### src/rtl/tmds_pkg.sv
// Shared TMDS types, fixed code words and the TERC4 table for the HDMI channel encoder.
package tmds_pkg;

   typedef enum logic [2:0] {
      CTRL      = 3'd0,
      VIDEO     = 3'd1,
      VIDEO_GB  = 3'd2,
      ISLAND    = 3'd3,
      ISLAND_GB = 3'd4
   } tmds_mode_e;

   // Indexed by {C1,C0}.
   localparam logic [3:0][9:0] CTRL_CODE = {
      10'b1010101011, 10'b0101010100, 10'b0010101011, 10'b1101010100
   };

   localparam logic [9:0] GB_VIDEO_02  = 10'b1011001100;
   localparam logic [9:0] GB_VIDEO_1   = 10'b0100110011;
   localparam logic [9:0] GB_ISLAND_12 = 10'b0100110011;

   typedef struct packed {
      logic [8:0] qm;
      logic [4:0] diff;   // N1-N0 of qm[7:0], two's complement
      logic [2:0] mode;
      logic [1:0] cd;
      logic [3:0] aux;
   } qm_stage_t;

   function automatic logic [9:0] terc4(input logic [3:0] d);
      logic [9:0] s;
      case (d)
         4'h0: s = 10'b1010011100;
         4'h1: s = 10'b1001100011;
         4'h2: s = 10'b1011100100;
         4'h3: s = 10'b1011100010;
         4'h4: s = 10'b0101110001;
         4'h5: s = 10'b0100011110;
         4'h6: s = 10'b0110001110;
         4'h7: s = 10'b0100111100;
         4'h8: s = 10'b1011001100;
         4'h9: s = 10'b0100111001;
         4'hA: s = 10'b0110011100;
         4'hB: s = 10'b1011000110;
         4'hC: s = 10'b1010001110;
         4'hD: s = 10'b1001110001;
         4'hE: s = 10'b0101100011;
         default: s = 10'b1011000011;
      endcase
      return s;
   endfunction

endpackage

### src/rtl/tmds_qm_stage.sv
// Transition-minimising first half of the DVI video encode: pixel -> q_m[8:0] and N1-N0.
module tmds_qm_stage (
   input  logic        [7:0] vd,
   output logic        [8:0] qm,
   output logic signed [4:0] diff
);

   logic [3:0] n1;
   logic [3:0] nq;
   logic       use_xnor;

   always_comb begin
      n1       = 4'($countones(vd));
      use_xnor = (n1 > 4'd4) || ((n1 == 4'd4) && !vd[0]);
      qm[0]    = vd[0];
      for (int i = 1; i < 8; i++)
         qm[i] = use_xnor ? ~(qm[i-1] ^ vd[i]) : (qm[i-1] ^ vd[i]);
      qm[8]    = ~use_xnor;
      nq       = 4'($countones(qm[7:0]));
      diff     = $signed({nq, 1'b0} - 5'd8);
   end

endmodule

### src/rtl/tmds_hdmi_encoder.sv
// Per-channel HDMI TMDS encoder: control, DC-balanced video, guard bands and TERC4 islands.
module tmds_hdmi_encoder
   import tmds_pkg::*;
#(
   parameter int CHANNEL     = 0,
   parameter int PIPE_STAGES = 1,
   parameter int DISP_W      = 5
) (
   input  logic                     clk,
   input  logic                     rstn_i,
   input  logic              [2:0]  mode_i,
   input  logic              [7:0]  vd_i,
   input  logic              [1:0]  cd_i,
   input  logic              [3:0]  aux_i,
   output logic              [9:0]  tmds_o,
   output logic signed [DISP_W-1:0] disp_o,
   output logic                     mode_err_o
);

   localparam logic signed [DISP_W-1:0] TWO = DISP_W'(2);

   logic        [8:0] qm_c;
   logic signed [4:0] diff_c;
   qm_stage_t         st_c, st;

   tmds_qm_stage u_qm (.vd(vd_i), .qm(qm_c), .diff(diff_c));

   assign st_c = '{qm: qm_c, diff: diff_c, mode: mode_i, cd: cd_i, aux: aux_i};

   generate
      if (PIPE_STAGES == 2) begin : g_pipe2
         always_ff @(posedge clk or negedge rstn_i)
            if (!rstn_i) st <= '0;
            else         st <= st_c;
      end else begin : g_pipe1
         assign st = st_c;
      end
   endgenerate

   logic signed [DISP_W-1:0] d, cnt_nx;
   logic              [9:0]  sym_nx;
   logic                     err_nx, q8;

   // disp_o doubles as the running-disparity register seen by the next symbol.
   always_comb begin
      d      = DISP_W'($signed(st.diff));
      q8     = st.qm[8];
      sym_nx = CTRL_CODE[st.cd];
      cnt_nx = '0;
      err_nx = 1'b0;
      case (st.mode)
         CTRL: ;
         VIDEO: begin
            if (disp_o == 0 || d == 0) begin
               sym_nx = {~q8, q8, q8 ? st.qm[7:0] : ~st.qm[7:0]};
               cnt_nx = q8 ? disp_o + d : disp_o - d;
            end else if ((disp_o > 0 && d > 0) || (disp_o < 0 && d < 0)) begin
               sym_nx = {1'b1, q8, ~st.qm[7:0]};
               cnt_nx = disp_o - d;
               if (q8) cnt_nx = cnt_nx + TWO;
            end else begin
               sym_nx = {1'b0, q8, st.qm[7:0]};
               cnt_nx = disp_o + d;
               if (!q8) cnt_nx = cnt_nx - TWO;
            end
         end
         VIDEO_GB:  sym_nx = (CHANNEL == 1) ? GB_VIDEO_1 : GB_VIDEO_02;
         ISLAND:    sym_nx = terc4(st.aux);
         ISLAND_GB: sym_nx = (CHANNEL == 0) ? terc4({2'b11, st.cd}) : GB_ISLAND_12;
         default:   err_nx = 1'b1;
      endcase
   end

   always_ff @(posedge clk or negedge rstn_i) begin
      if (!rstn_i) begin
         tmds_o     <= '0;
         disp_o     <= '0;
         mode_err_o <= 1'b0;
      end else begin
         tmds_o     <= sym_nx;
         disp_o     <= cnt_nx;
         mode_err_o <= err_nx;
      end
   end

endmodule

### config.mk
export PLATFORM = sky130hd
export DESIGN_NAME = tmds_hdmi_encoder
export DESIGN_NICKNAME = d
export VERILOG_FILES = /design/src/rtl/tmds_pkg.sv /design/src/rtl/tmds_qm_stage.sv /design/src/rtl/tmds_hdmi_encoder.sv
export SDC_FILE = /design/constraint.sdc
export NUM_CORES = 1
export LEC_CHECK = 0
export BUFFER_PORTS_ARGS = -buffer_cell sky130_fd_sc_hd__buf_2
export CORE_MARGIN = 5
export CORE_UTILIZATION = 30
export DETAILED_ROUTE_END_ITERATION = 12
export SKIP_LAST_GASP = 1
export SLEW_MARGIN = 20
export SYNTH_ARGS = -nofsm -noshare
export SYNTH_HDL_FRONTEND = slang
export SYNTH_SLANG_ARGS = --single-unit
### constraint.sdc
create_clock -name clk -period 5.1 [get_ports clk]
set_input_delay 1.02 -clock clk [delete_from_list [all_inputs] [get_ports clk]]
set_output_delay 1.02 -clock clk [all_outputs]
set_load 0.01 [all_outputs]
==> flow_summary.toml, run 1 <==
[synth]
synth-simple-area-share_pct = 13.2
yosys.area_share.adder_pct = 27.1
synth_compound_area_share_pct = 23.5
netlist.area_leader.share_pct = 18.3
synth_top_cells_by_count = "ha_1 (33), nand2_1 (27), inv_1 (24)"
ys_ff_latch = 15
synth-main-ff-cell = "dfrtp_1"
syn-cell-area_sq_mm = 0.00226
ys_types = 50
synth_top_family_by_area = "adder cells"
yosysMostFrequentCell = "ha_1"
synth-xor-area-share_pct = 12.2
synth_area_per_cell_sq_um = 8.55
synth_area_leaders = "ha_1 (18%), dfrtp_1 (17%), fa_1 (8.9%), xnor2_1 (6.6%), o21ai_0 (4.9%)"
yosysSeqAreaShare_pct = 16.6
syn_nets = 326
syn_inst = 264
muxShareOfSynthArea_pct = 1.33
synth_edf_count = 0
yosysWarnings = 0
synthArstFlopShare_pct = 100
yosys.area.top_type = "ha_1"

[final_layout]
nets = 396
multi_input_area_sq_mm = 0.00193
num_antenna_cells = 0
drive_gt1_share_pct = 33.6
area_growth_pct = 36.7
fillers = 745
seqCellArea_sq_um = 375
fin_cells = 432

[routing]
drt-vias-per-instance = 4.91
drt_iter0_markers = 197
top_layer = "met4"
drt-total-wl_microns = 5720
dr_wl_met3_microns = 253
drc = 0
met2WireLength_microns = 2770
wl_met1_microns = 2650
drtAntennaViolNets = 0
vias = 2123
routedWlPerCell_microns = 13.2
firstDrtPassIters = 4

[clocking]
cts_buffer_depth = 2
cts_tree = "built"
root_buffer = "clkbuf_8"
numCtsBuffers = 3
clock_sinks = 15
h-tree-depth = 1
cts.reportedPaths.clkPinSlew_ns = 0.06
cts_hold_buf = 0
clk_latency_ns = 0.25

[floorplan]
initial_core_util_pct = 31.0
die_y_microns = 96.8
dieArea_sq_mm = 0.00936
core_area_sq_mm = 0.00729
die_w_microns = 96.8
num_rows = 31
num_io_pins = 35

[timing]
max_freq_mhz = 149
hold_viol = 0
tightest_slew_ns = 0.559
tns_ns = -19.57
layout_min_cycle_time_ns = 6.71
setup_viol = 13
rsz0062_at_grt = "true"
slew_violations = 0
slew-limit-headroom_pct = 62.4
period_share_pct = 131
skew_ns = 0.00437
fin_ws_ns = -1.61

[setup_path]
arrival_ns = 6.82
critPathMaxFanout = 5
startpoint = "vd_i[4]"
path_class = "input port to flip-flop"
critPathLaunchType = "input port"
crit_required_ns = 5.22
cp-end-kind = "flip-flop"
r2r-start = "disp_o[1]"

[hold_path]
hold_path_class = "input port to async pin"

[grt]
grt_remaining_overflow = 0
antenna_found_initial = 0
grt_pass1_vias = 2098
grt_max_degree = 21
grt_pass1_wl_microns = 9780
grt_util_all_layers_pct = 12.2

[placement]
dp.cells = 425
preCtsSetupSlack_ns = -2.11
gp_congestion = 0.860
dp_hpwl_microns = 4850
portBuffers = 33

[job]
drv_cap = 0

[status]
status = "finished with violations"
violations = "setup timing"
==> per-layer routing <==
layer / vias up / track usage, %
li1: 1057 / -
met1: 997 / 16.8
met2: 66 / 20.2
met3: 3 / 1.80
met4: 0 / 2.59
met5: - / 0
==> flip-flops by register name (all words and copies together), names as in the netlist <==
signal / count
tmds_o: 10
disp_o: 4
mode_err_o: 1
==> stage by stage <==
step	hold slack, ns	area [sq um]	util [%]
2_1_floorplan	0.724	2350	-
3_3_place_gp	0.915	2880	39.5
3_5_place_dp	0.929	2880	39.5
4_1_cts	0.659	3070	42.1
5_1_grt	0.679	3090	42.3
6_report	0.656	3090	42.3
==> layout make-up <==
type                    count  share of cell area [%]
multi-input cells         217                    62.4
flip-flops and latches     15                    12.2
clock buffers               4                    1.46
inverters                  24                    2.92
repair buffers             73                    17.1
well taps                  99                    4.01
==> worst max-delay path, stage by stage <==
cell	delay [ns]
buf_8	0.10
ha_4	0.23
fa_2	0.39
fa_1	0.51
ha_2	0.17
inv_2	0.03
fa_1	0.46
o21a_4	0.25
xnor2_2	0.13
ha_2	0.19
inv_2	0.04
fa_1	0.54
inv_2	0.04
fa_1	0.45
ha_2	0.19
fa_2	0.56
ha_4	0.21
or4b_4	0.52
o21a_4	0.16
o22ai_4	0.21
xor2_2	0.19
xnor2_1	0.14
o21ai_1	0.10
==> layout by cell type, fill, tap and decap left out, drive strengths merged, types with 4 or more instances in the layout <==
master,count
inv,24
a211oi,4
o21a,4
a21oi,15
nor2,18
o211ai,5
nand2,27
dfrtp,15
clkbuf,4
buf,73
nand2b,5
ha,33
fa,10
xnor2,17
o21ai,24
xor2,12
o22ai,4
==> worst paths after layout <==
| kind | endpoint | slack (ns) | depth (start not counted) |
|---|---|---|---|
| min in group clk | disp_o[4] | 0.95 | 4 |
| max reg2reg | disp_o[2] | 2.93 | 8 |
| max in group asynchronous | tmds_o[6] | 4.21 | 1 |
| min reg2reg | disp_o[4] | 0.95 | 4 |
| max | tmds_o[7] | -1.61 | 23 |
| min | tmds_o[7] | 0.66 | 1 |
==> kinds of logic (layout without fill, tap and decap cells) <==
logic type                 Yosys count  count (layout)
buffers and inverters               32             101
and+or+nand+nor                     63              63
xor gates and xnor gates            29              29
other                                1               1
adders and majority gates           43              43
muxes                                3               3
DFF                                 15              15
AOI/OAI and AO/OA                   78              78
==> what timing repair did <==
action / in CTS / in global routing
buffers inserted: 3 / 0
pin swaps: 18 / 10
setup endpoints to repair: 13 / 13
gates resized for setup: 32 / 9
Power of run 1 is left out: the tool's default activity adds up to more than one toggle a clock period on the data nets, which glitch-free logic cannot reach.
==> run 2: changes to the inputs <==
--- a/config.mk
+++ b/config.mk
@@ -13,4 +13,5 @@
 export SLEW_MARGIN = 20
 export SYNTH_ARGS = -nofsm -noshare
 export SYNTH_HDL_FRONTEND = slang
+export SYNTH_HIERARCHICAL = 1
 export SYNTH_SLANG_ARGS = --single-unit
==> run 2 against run 1 <==
Against the previous run: the run still ends with setup timing left; core utilization down 1.9 points; clock skew is 0.0028 ns lower; worst hold slack better by 0.022 ns; critical path type unchanged.
==> flow_summary.toml, run 2 <==
[timing]
fin_ws_ns = -2.42
hold_viol = 0
skew_ns = 0.00156
period_share_pct = 147
layout_min_cycle_time_ns = 7.52
rsz0062_at_grt = "true"
setup_viol = 13
whs_ns = 0.678
max_freq_mhz = 133
slew_violations = 0

[final_layout]
area_growth_pct = 32.6
largest_registers = "tmds_o (10), disp_o (5), mode_err_o (1)"
top_register = "tmds_o"
nets = 417
fillers = 841
num_antenna_cells = 0
final_common_cell = "buf_4"
final_cell_mix = "buf_4 (44), buf_2 (32), ha_1 (28)"
final_util_pct = 40.4
largest_register_ffs = 10
drive_gt1_share_pct = 34.4

[status]
violations = "setup timing"
status = "finished with violations"

[synth]
ys_types = 59
yosys.area.top_type = "dfrtp_1"
synth_edf_count = 0
synth_area_leaders = "dfrtp_1 (16%), ha_1 (16%), xnor2_1 (7.7%), fa_1 (7.2%), inv_1 (4.2%)"
synthArstFlopShare_pct = 100
synth_area_per_cell_sq_um = 8.84
synth_top_cells_by_count = "ha_1 (32), inv_1 (28), xnor2_1 (22)"
ys_ff_latch = 16
synth-main-ff-cell = "dfrtp_1"
yosysMostFrequentCell = "ha_1"
yosysWarnings = 6
syn_nets = 342
yosysSeqAreaShare_pct = 16.1
syn-cell-area_sq_mm = 0.00249
netlist.area_leader.share_pct = 16.1
syn_inst = 282

[routing]
firstDrtPassIters = 4
vias = 2257
drc = 0
drt-vias-per-instance = 4.91
drt_iter0_markers = 94
drt-total-wl_microns = 6300
routedWlPerCell_microns = 13.7
drtAntennaViolNets = 0

[setup_path]
critPathMaxFanout = 5
crit_required_ns = 5.20
path_class = "input port to flip-flop"
cp-end-kind = "flip-flop"
arrival_ns = 7.62
reg2reg_slack_ns = 2.84
critPathLaunchType = "input port"

[floorplan]
core_area_sq_mm = 0.00818
num_io_pins = 35
num_rows = 33
dieArea_sq_mm = 0.0102
initial_core_util_pct = 30.5
die_w_microns = 101
die_y_microns = 101

[clocking]
numCtsBuffers = 3
cts.reportedPaths.clkPinSlew_ns = 0.06
cts_tree = "built"
root_buffer = "clkbuf_8"
cts_hold_buf = 0
clock_sinks = 16
clk_latency_ns = 0.25
h-tree-depth = 1
cts_buffer_depth = 2

[hold_path]
hold_path_class = "input port to async pin"

[placement]
portBuffers = 34
dp_hpwl_microns = 5110
gp_congestion = 0.824

[grt]
grt_pass1_wl_microns = 10400
antenna_found_initial = 0
grt_util_all_layers_pct = 12.4
grt_pass1_vias = 2280
grt_max_degree = 24
grt_remaining_overflow = 0

[job]
drv_cap = 0
-- run 2: cell count changes after synthesis, sizes merged, moves of 5 or more --
cell    before  now
a211oi       4   10
nand2       27   21
nand3        0    5
o21ai       24   16
xnor2       17   22
xor2        12    5
-- run 2: what timing repair did --
item | CTS | global route
buffers inserted | 6 | 3
gates cloned | 0 | 1
pin swaps | 17 | 11
setup endpoints to repair | 13 | 13
resized for setup | 18 | 9
-- run 2: routing by layer --
metal  share of wire (%)  global-route usage (%)
met4                 1.3                    1.84
met1                  46                    16.0
met3                 3.2                    1.86
met5                   0                       0
met2                  49                    22.3
-- run 2: critical path, stage by stage --
cell and delay [ns]:
buf_6 0.07, inv_2 0.03, fa_1 0.54, fa_1 0.42, fa_1 0.49, inv_1 0.04
ha_2 0.17, fa_1 0.43, or3b_4 0.39, a22oi_4 0.27, xnor2_2 0.11, fa_1 0.57
xor2_1 0.15, ha_1 0.26, fa_1 0.49, ha_2 0.19, fa_2 0.45, buf_4 0.15
or4_4 0.45, o22ai_4 0.21, mux2i_4 0.33, buf_12 0.15, xnor2_1 0.11, o21ai_1 0.11
-- run 2: through the flow --
step / cell area [sq um] / TNS [ns] / setup slack (ns) / instances
floorplan: 2560 / -34.15 / -2.70 / 282
global placement: 3080 / -34.86 / -2.83 / 449
detailed placement: 3080 / -36.40 / -3.00 / 449
CTS: 3230 / -30.61 / -2.41 / 457
global route: 3300 / -34.19 / -2.66 / 460
finish: 3300 / -30.94 / -2.42 / 460
-- run 2: path summary, 6_finish.rpt --
check,from,endpoint,cells after the start
max,vd_i[3],tmds_o[0],24
min,rstn_i,tmds_o[9],1
max reg2reg,disp_o[1],disp_o[3],8
min reg2reg,disp_o[0],disp_o[0],3
max in group asynchronous,rstn_i,tmds_o[5],1
min in group clk,disp_o[0],disp_o[0],3
-- run 2: cell families (layout without fill, tap and decap cells) --
logic type	Yosys count	in the layout	share of synthesized area (%)
AND/OR/NAND/NOR	73	73	14.8
AO/OA/AOI/OAI	71	71	20.5
adder cells (fa/ha/maj)	41	41	23.3
buffers and inverters	41	114	7.68
XOR/XNOR	32	32	14.2
flip-flops	16	16	16.1
multiplexers	7	7	3.41
other	1	1	0.150
-- run 2: final cells by class --
type	count	area [sq um]	area share (%)
multi-input cells	225	2030	61.6
repair buffers	82	581	17.6
flip-flops and latches	16	400	12.1
well taps	105	131	3.98
inverters	29	116	3.52
clock buffers	3	41.3	1.25
Power of run 2 is left out for the same reason.
==> run 3: changes to the inputs <==
--- a/config.mk
+++ b/config.mk
@@ -8,6 +8,7 @@
 export BUFFER_PORTS_ARGS = -buffer_cell sky130_fd_sc_hd__buf_2
 export CORE_MARGIN = 5
 export CORE_UTILIZATION = 30
+export CTS_BUF_LIST = sky130_fd_sc_hd__clkbuf_16
 export DETAILED_ROUTE_END_ITERATION = 12
 export SKIP_LAST_GASP = 1
 export SLEW_MARGIN = 20
==> run 3 against run 2 <==
Against the previous run: the flow still finishes with violations (setup timing); sequential share of layout area fell by 0.39 points; wire length rose by 1.6%; register-to-register slack got worse by 0.05 ns; sequential cell count is the same; worst hold slack better by 0.0048 ns; count of clock-buffer cells in the layout unchanged; maximum frequency fell by 0.60%; highest routed layer unchanged.
==> flow_summary.toml, run 3 (synthesis gave the netlist of run 2 again) <==
[setup_path]
r2r.worst_path.cells = 8
critPathSlowestCell = "fa_1"
cp-end-kind = "flip-flop"
arrival_ns = 7.69
reg2reg_slack_ns = 2.79
path_class = "input port to flip-flop"
cp_slowest_stage_delay_ns = 0.57
critPathLaunchType = "input port"
timing.critical_path.mode_cell = "fa_1"
reg2reg_to = "disp_o[4]"
r2r-start = "disp_o[1]"
critPathMaxFanout = 4
crit_required_ns = 5.23

[final_layout]
largest_registers = "tmds_o (10), disp_o (5), mode_err_o (1)"
fillers = 823
top_register = "tmds_o"
final_common_cell = "buf_4"
num_antenna_cells = 0
largest_register_ffs = 10
area_growth_pct = 36.9
seqCellArea_sq_um = 400
nets = 417
multi_input_area_sq_mm = 0.00210
final_cell_mix = "buf_4 (45), buf_2 (32), ha_1 (28)"
drive_gt1_share_pct = 36.3

[clocking]
clk_latency_ns = 0.24
cts_hold_buf = 0
clock_sinks = 16
cts.reportedPaths.clkPinSlew_ns = 0.05
cts_tree = "built"
numCtsBuffers = 3
root_buffer = "clkbuf_16"
h-tree-depth = 1
cts_buffer_depth = 2

[routing]
drt-total-wl_microns = 6400
met2WireLength_microns = 3240
top_layer = "met4"
drt_iter0_markers = 153
drtAntennaViolNets = 0
dr_wl_met3_microns = 284
drc = 0
vias = 2280
routedWlPerCell_microns = 13.9
drt-vias-per-instance = 4.96
wl_met1_microns = 2790
firstDrtPassIters = 4

[timing]
slew-limit-headroom_pct = 66.2
max_freq_mhz = 132
fin_ws_ns = -2.46
rsz0062_at_grt = "true"
tightest_slew_ns = 0.507
hold_viol = 0
setup_viol = 13
skew_ns = 0.00190
whs_ns = 0.683
layout_min_cycle_time_ns = 7.56
period_share_pct = 148
slew_violations = 0

[grt]
grt_max_degree = 24
grt_util_all_layers_pct = 12.6
grt_remaining_overflow = 0
antenna_found_initial = 0
grt_pass1_wl_microns = 10500
grt_pass1_vias = 2303

[floorplan]
dieArea_sq_mm = 0.0102
num_io_pins = 35
initial_core_util_pct = 30.5
die_y_microns = 101
core_area_sq_mm = 0.00818
num_rows = 33
die_w_microns = 101

[hold_path]
worstHoldStart = "disp_o[0]"
hold_end = "disp_o[0]"
hold_path_class = "flip-flop to flip-flop"
min_delay_path_depth = 3

[status]
violations = "setup timing"
status = "finished with violations"

[placement]
dp_hpwl_microns = 5110
gp_congestion = 0.824
portBuffers = 34
preCtsSetupSlack_ns = -3.00

[job]
drv_cap = 0
==> run 3: cell count changes in the layout (fill, tap and decap cells not counted), moves of 2 or more <==
cell | previous run | this run
buf_6 | 4 | 1
clkbuf_16 | 1 | 4
clkbuf_8 | 3 | 0
a211oi_1 | 9 | 7
a211oi_2 | 1 | 3
o21ai_1 | 10 | 8
o21ai_2 | 0 | 2
==> run 3: how the worst max path moves through the flow <==
| stage | endpoint | slack (ns) | startpoint | cells after the start |
|---|---|---|---|---|
| global placement | disp_o[4] | -2.83 | vd_i[0] | 25 |
| CTS | disp_o[4] | -2.43 | vd_i[3] | 25 |
| floorplan | tmds_o[5] | -2.70 | vd_i[0] | 22 |
| detailed placement | disp_o[4] | -3.00 | vd_i[0] | 25 |
| global route | disp_o[4] | -2.72 | vd_i[3] | 26 |
| finish | disp_o[4] | -2.46 | vd_i[3] | 26 |
==> run 3: layer usage <==
metal	vias up	GRT usage (%)
met5	-	0
met4	0	2.04
met3	8	2.07
met2	52	22.5
met1	1086	16.1
li1	1134	-
==> run 3: layout make-up <==
| class | count | share of cell area, % |
|---|---|---|
| Multi-Input combinational cell | 225 | 61.5 |
| Timing Repair Buffer | 82 | 17.3 |
| Sequential cell | 16 | 11.7 |
| Tap cell | 105 | 3.85 |
| Inverter | 29 | 3.48 |
| Clock buffer | 3 | 2.20 |
==> run 3: through the flow <==
step,cells,instance area (sq um),TNS [ns],utilization (%)
6_report,460,3410,-31.22,41.8
2_1_floorplan,282,2560,-34.15,-
5_1_grt,460,3410,-34.35,41.8
3_5_place_dp,449,3080,-36.40,37.7
3_3_place_gp,449,3080,-34.86,37.7
4_1_cts,457,3250,-30.95,39.8
==> run 3: critical path: cells and delay by family <==
family | cells | cell delay, ns
buf+inv | 5 | 0.38
simple gates | 2 | 0.70
compound gates | 2 | 0.46
mux | 2 | 0.25
fa+ha+maj | 11 | 4.23
xor+xnor | 4 | 0.65
==> run 3: timing repair <==
item,4_1_cts,5_1_grt
gates resized for setup,13,26
endpoints found under the setup margin,13,13
cloned,0,1
setup buffers,5,5
pin swaps,17,15
Power of run 3 is left out for the same reason.
